==> config.mk <==
export PLATFORM = sky130hd
export DESIGN_NAME = spi_led_host
export DESIGN_NICKNAME = d
export VERILOG_FILES = /design/src/rtl/spi_led_host.sv
export SDC_FILE = /design/constraint.sdc
export NUM_CORES = 1
export LEC_CHECK = 0
export ABC_AREA = 0
export CAP_MARGIN = 40
export CORE_ASPECT_RATIO = 1.75
export CORE_UTILIZATION = 38
export DETAILED_ROUTE_END_ITERATION = 10
export PLACE_DENSITY = 0.71
export SLEW_MARGIN = 5
export SYNTH_ARGS = -nofsm -noshare
export SYNTH_HDL_FRONTEND = slang
export SYNTH_SLANG_ARGS = --single-unit
export TNS_END_PERCENT = 50
==> constraint.sdc <==
create_clock -name clk -period 1.7 [get_ports clk]
set_input_delay 0.255 -clock clk [delete_from_list [all_inputs] [get_ports clk]]
set_output_delay 0.255 -clock clk [all_outputs]
set_load 0.01 [all_outputs]
==> src/rtl/spi_led_host.sv <==
// spi_led_host: SPI mode-0 host for the LED register peripheral.
// Runs one WIDTH-bit full-duplex transfer per explicit request, or auto-polls
// the peripheral when it raises read_needed and polling is enabled.
//
// state | meaning
// ------+----------------------------------------------------------------
// IDLE  | waiting for start, or for poll_en && read_needed
// SETUP | CS asserted, first MOSI bit presented, CLK_DIV cycles
// LOW   | spi_clk low, MOSI settling; MISO sampled on the last cycle
// HIGH  | spi_clk high; bit counter advances on exit
// HOLD  | spi_clk low after the last bit, CS still asserted
// GAP   | CS released, write_en still held so the peripheral commits
module spi_led_host #(
    parameter int WIDTH   = 8,
    parameter int CLK_DIV = 2
) (
    input  logic             clk,
    input  logic             reset,
    input  logic             start,
    input  logic             write,
    input  logic [WIDTH-1:0] tx_data,
    input  logic             poll_en,
    input  logic             read_needed,
    output logic             busy,
    output logic             done,
    output logic             polled,
    output logic [WIDTH-1:0] rx_data,
    output logic             spi_csn,
    output logic             spi_clk,
    output logic             spi_mosi,
    input  logic             spi_miso,
    output logic             spi_write_en
);

    localparam int CNT_W = $clog2(WIDTH + 1);
    localparam int DIV_W = (CLK_DIV > 1) ? $clog2(CLK_DIV) : 1;
    localparam logic [CNT_W-1:0] BITS_ALL = CNT_W'(WIDTH);
    localparam logic [DIV_W-1:0] DIV_LAST = DIV_W'(CLK_DIV - 1);

    typedef enum logic [2:0] {
        IDLE  = 3'd0,
        SETUP = 3'd1,
        LOW   = 3'd2,
        HIGH  = 3'd3,
        HOLD  = 3'd4,
        GAP   = 3'd5
    } state_t;

    state_t           state;
    logic [DIV_W-1:0] div_cnt;
    logic [CNT_W-1:0] bit_cnt;
    logic [CNT_W-1:0] bit_cnt_inc;
    logic [WIDTH-1:0] tx_sh;
    logic [WIDTH-1:0] rx_sh;
    logic             poll_flag;
    logic             phase_end;

    // Every non-idle phase lasts CLK_DIV cycles; the down-counter hits zero on its last cycle.
    assign phase_end   = (div_cnt == '0);
    // Saturating increment so the counter can never wrap past WIDTH.
    assign bit_cnt_inc = (bit_cnt == BITS_ALL) ? bit_cnt : bit_cnt + 1'b1;

    // Transfer sequencer: phase timing, shift registers and all registered outputs.
    always_ff @(posedge clk) begin
        if (reset) begin
            state        <= IDLE;
            div_cnt      <= '0;
            bit_cnt      <= '0;
            tx_sh        <= '0;
            rx_sh        <= '0;
            poll_flag    <= 1'b0;
            busy         <= 1'b0;
            done         <= 1'b0;
            polled       <= 1'b0;
            rx_data      <= '0;
            spi_csn      <= 1'b1;
            spi_clk      <= 1'b0;
            spi_mosi     <= 1'b0;
            spi_write_en <= 1'b0;
        end else begin
            done <= 1'b0;
            if (state != IDLE) begin
                div_cnt <= phase_end ? DIV_LAST : div_cnt - 1'b1;
            end
            case (state)
                IDLE: begin
                    if (start || (poll_en && read_needed)) begin
                        state   <= SETUP;
                        div_cnt <= DIV_LAST;
                        bit_cnt <= '0;
                        rx_sh   <= '0;
                        busy    <= 1'b1;
                        spi_csn <= 1'b0;
                        // tx_sh holds the bits still to be presented after the current one.
                        if (start) begin
                            tx_sh        <= tx_data >> 1;
                            spi_mosi     <= tx_data[0];
                            spi_write_en <= write;
                            poll_flag    <= 1'b0;
                        end else begin
                            tx_sh        <= '0;
                            spi_mosi     <= 1'b0;
                            spi_write_en <= 1'b0;
                            poll_flag    <= 1'b1;
                        end
                    end
                end
                SETUP: begin
                    if (phase_end) state <= LOW;
                end
                LOW: begin
                    if (phase_end) begin
                        // Sample before the rising edge: the peripheral shifts on the edge it sees.
                        rx_sh   <= {rx_sh[WIDTH-2:0], spi_miso};
                        spi_clk <= 1'b1;
                        state   <= HIGH;
                    end
                end
                HIGH: begin
                    if (phase_end) begin
                        spi_clk <= 1'b0;
                        bit_cnt <= bit_cnt_inc;
                        if (bit_cnt_inc < BITS_ALL) begin
                            spi_mosi <= tx_sh[0];
                            tx_sh    <= tx_sh >> 1;
                            state    <= LOW;
                        end else begin
                            state <= HOLD;
                        end
                    end
                end
                HOLD: begin
                    if (phase_end) begin
                        spi_csn <= 1'b1;
                        state   <= GAP;
                    end
                end
                GAP: begin
                    // The gap also lets read_needed settle low before IDLE looks at it again.
                    if (phase_end) begin
                        spi_write_en <= 1'b0;
                        done         <= 1'b1;
                        rx_data      <= rx_sh;
                        polled       <= poll_flag;
                        busy         <= 1'b0;
                        state        <= IDLE;
                    end
                end
                default: state <= IDLE;
            endcase
        end
    end

endmodule

==> metrics.yaml <==
logic_synthesis:
  synth-main-ff-cell: "dfxtp_1"
  synthCells: 212
  ys_seq_area_share_pct: 43.12
  ys_seq_elements: 39
  yosysTopAreaCell: "dfxtp_1"
  synth_edf_count: 0
  synth_top_cell_area_share_pct: 43.12
  synth_area_per_cell_um2: 8.540
  yosys_warnings: 0
  synth_area_um2: 1810
  async_flop_share_pct: 0
  synth.net_count: 229
  synthTopCellsByArea: "dfxtp_1 43%, a21oi_1 8.8%, nand2_1 8.1%"
  ys_types: 40
placement:
  portBuffers: 29
  place_hpwl_um: 2812
  globalplace.congestion: 0.7603
floorplan:
  die_area_um2: 5055
  start_util_pct: 40.37
  fp.dieH_um: 93.31
  die_w_um: 54.18
  num_rows: 32
  coreArea_um2: 4484
  io_pins: 30
cells_and_area:
  final_cell_mix: "39 x nand2_1, 36 x dfxtp_1, 32 x a21oi_1"
  nFillCells: 440
  drive_gt1_share_pct: 17.72
  diodes: 0
  final_common_cell: "nand2_1"
  area_growth_pct: 30.82
  nets: 270
timing:
  fmax_mhz: 602.8
  relSlewSlack_pct: 74.12
  grt_setup_unrepaired: "no"
  period_minus_slack_ns: 1.659
  tns_ns: 0
  period_share_pct: 97.58
  slew_viol_final: 0
  setup_viol: 0
  hold_ws_ns: 0.4545
  hold_viol: 0
  skew_ns: 0.006998
  worstMarginPinSlew_ns: 0.3855
global_route:
  grt_overflow: 0
  antenna_found_initial: 0
  grt_usage_pct: 16.68
  grt_max_degree: 48
  grt_pass1_vias: 1457
  grt_pass1_wl_um: 6272
outcome:
  status: "completed"
critical_path:
  cp_max_fo: 6
  path_class: "flop to flop"
  startpoint_type: "flop"
  crit_path_end_kind: "flop"
  critPathArrivalTime_ns: 1.84
  crit_required_ns: 1.88
drt:
  ant_nets: 0
  drt-total-wl_um: 3857
  vias: 1605
  drt_iter0_markers: 18
  first_pass_iters: 4
  drc: 0
  vias_per_cell: 5.262
  wl_per_cell_um: 12.65
clock_network:
  cts_buffers: 5
  cts_tree: "done"
  htreeDepth: 2
  clock-sinks: 39
  clock_latency_ns: 0.29
  cts.reportedPaths.clkPinSlew_ns: 0.08
  cts_setup_buffers: 0
  clockBufferDepth: 2
  clockRootBuffer: "clkbuf_8"
power_and_ir_drop:
  finalPower_w: 0.002262
  vdd_drop_max_v: 0.0006124
  total_leakage_power_nw: 0.8739
  power_density_nw_per_um2: 954.9
worst_hold_path:
  hold_path.class: "flop to flop"
run:
  max-cap-violations: 0
## area by class of cell
class	count	area, um^2	share of cell area (%)
multi-input cells	155	944.7	39.88
flip-flops and latches	39	787.0	33.23
repair buffers	48	445.4	18.81
clock buffers	5	68.82	2.905
well taps	51	63.81	2.694
clock inverters	3	43.79	1.849
inverters	4	15.01	0.6339
## path summary, 6_finish.rpt
check,slack [ns],cells after the start,start,end
worst max register to register,0.04,4,state[2],spi_mosi
worst max-delay path,0.04,4,state[2],spi_mosi
worst min-delay path,0.45,2,rx_data[5],rx_data[5]
worst min register to register,0.45,2,rx_data[5],rx_data[5]
## metrics by stage
stage | util [%] | setup slack, ns | instance area [um^2] | cells
floorplan | - | 0.05829 | 1810 | 212
global placement | 50.11 | -0.2134 | 2247 | 297
detailed placement | 50.11 | -0.2344 | 2247 | 297
CTS | 52.65 | 0.009253 | 2361 | 305
global route | 52.82 | 0.003200 | 2369 | 305
finish | 52.82 | 0.04108 | 2369 | 305
## cells by family (layout without fill, tap and decap cells)
logic type                 Yosys count  count (layout)  synth area share (%)
DFF                                 39              39                 43.12
muxes                                8               8                 6.151
and+or+nand+nor                     96              96                 27.37
AOI/OAI and AO/OA                   48              48                 16.66
buffers and inverters               18              60                 4.837
xor gates and xnor gates             1               1                0.4838
adders and majority gates            2               2                 1.382
## critical path: stages, from the launching register on
cell and delay (ns):
dfxtp_4 0.38, and3b_2 0.25, a22o_4 0.25, a211o_4 0.37
mux2_4 0.31
## Yosys cell counts, types with 2 or more instances
library cell	number
a211oi_1	2
a21o_1	2
a21oi_1	32
buf_4	3
clkbuf_1	9
dfxtp_1	39
ha_1	2
inv_1	4
mux2_4	6
nand2_1	39
nand2b_1	3
nand3_1	10
nand3b_1	2
nand4_1	8
nor2_1	13
nor2b_1	9
nor3_1	3
o21ai_0	3
or3_1	2
## sequential cells by signal, summed over array words and instances, names as in the netlist, 3 cells and up
signal / count
rx_sh: 8
tx_sh: 7
rx_data: 8
bit_cnt: 4
state: 3
## repair_timing
| action | CTS | global route |
|---|---|---|
| gates resized for setup | 1 | 5 |
| hold buffers | 0 | 0 |
| setup endpoints to repair | 6 | 15 |
## layer usage
metal / vias to the layer above / global-route usage [%] / part of all wire [%]
met5: - / 0 / 0
met4: 0 / 7.479 / 2.4
met3: 9 / 3.577 / 3.2
met2: 42 / 30.18 / 53
met1: 738 / 17.05 / 41
li1: 816 / - / -
## power breakdown
| part | leakage, nW | total [W] | internal, W | switching (W) |
|---|---|---|---|---|
| registers | 0.319 | 0.00100 | 0.000962 | 0.0000387 |
| clock network | 0.0581 | 0.000764 | 0.000437 | 0.000327 |
| logic | 0.497 | 0.000497 | 0.000254 | 0.000243 |
| total | 0.874 | 0.00226 | 0.00165 | 0.000609 |
Power figures use the tool's default switching activity.
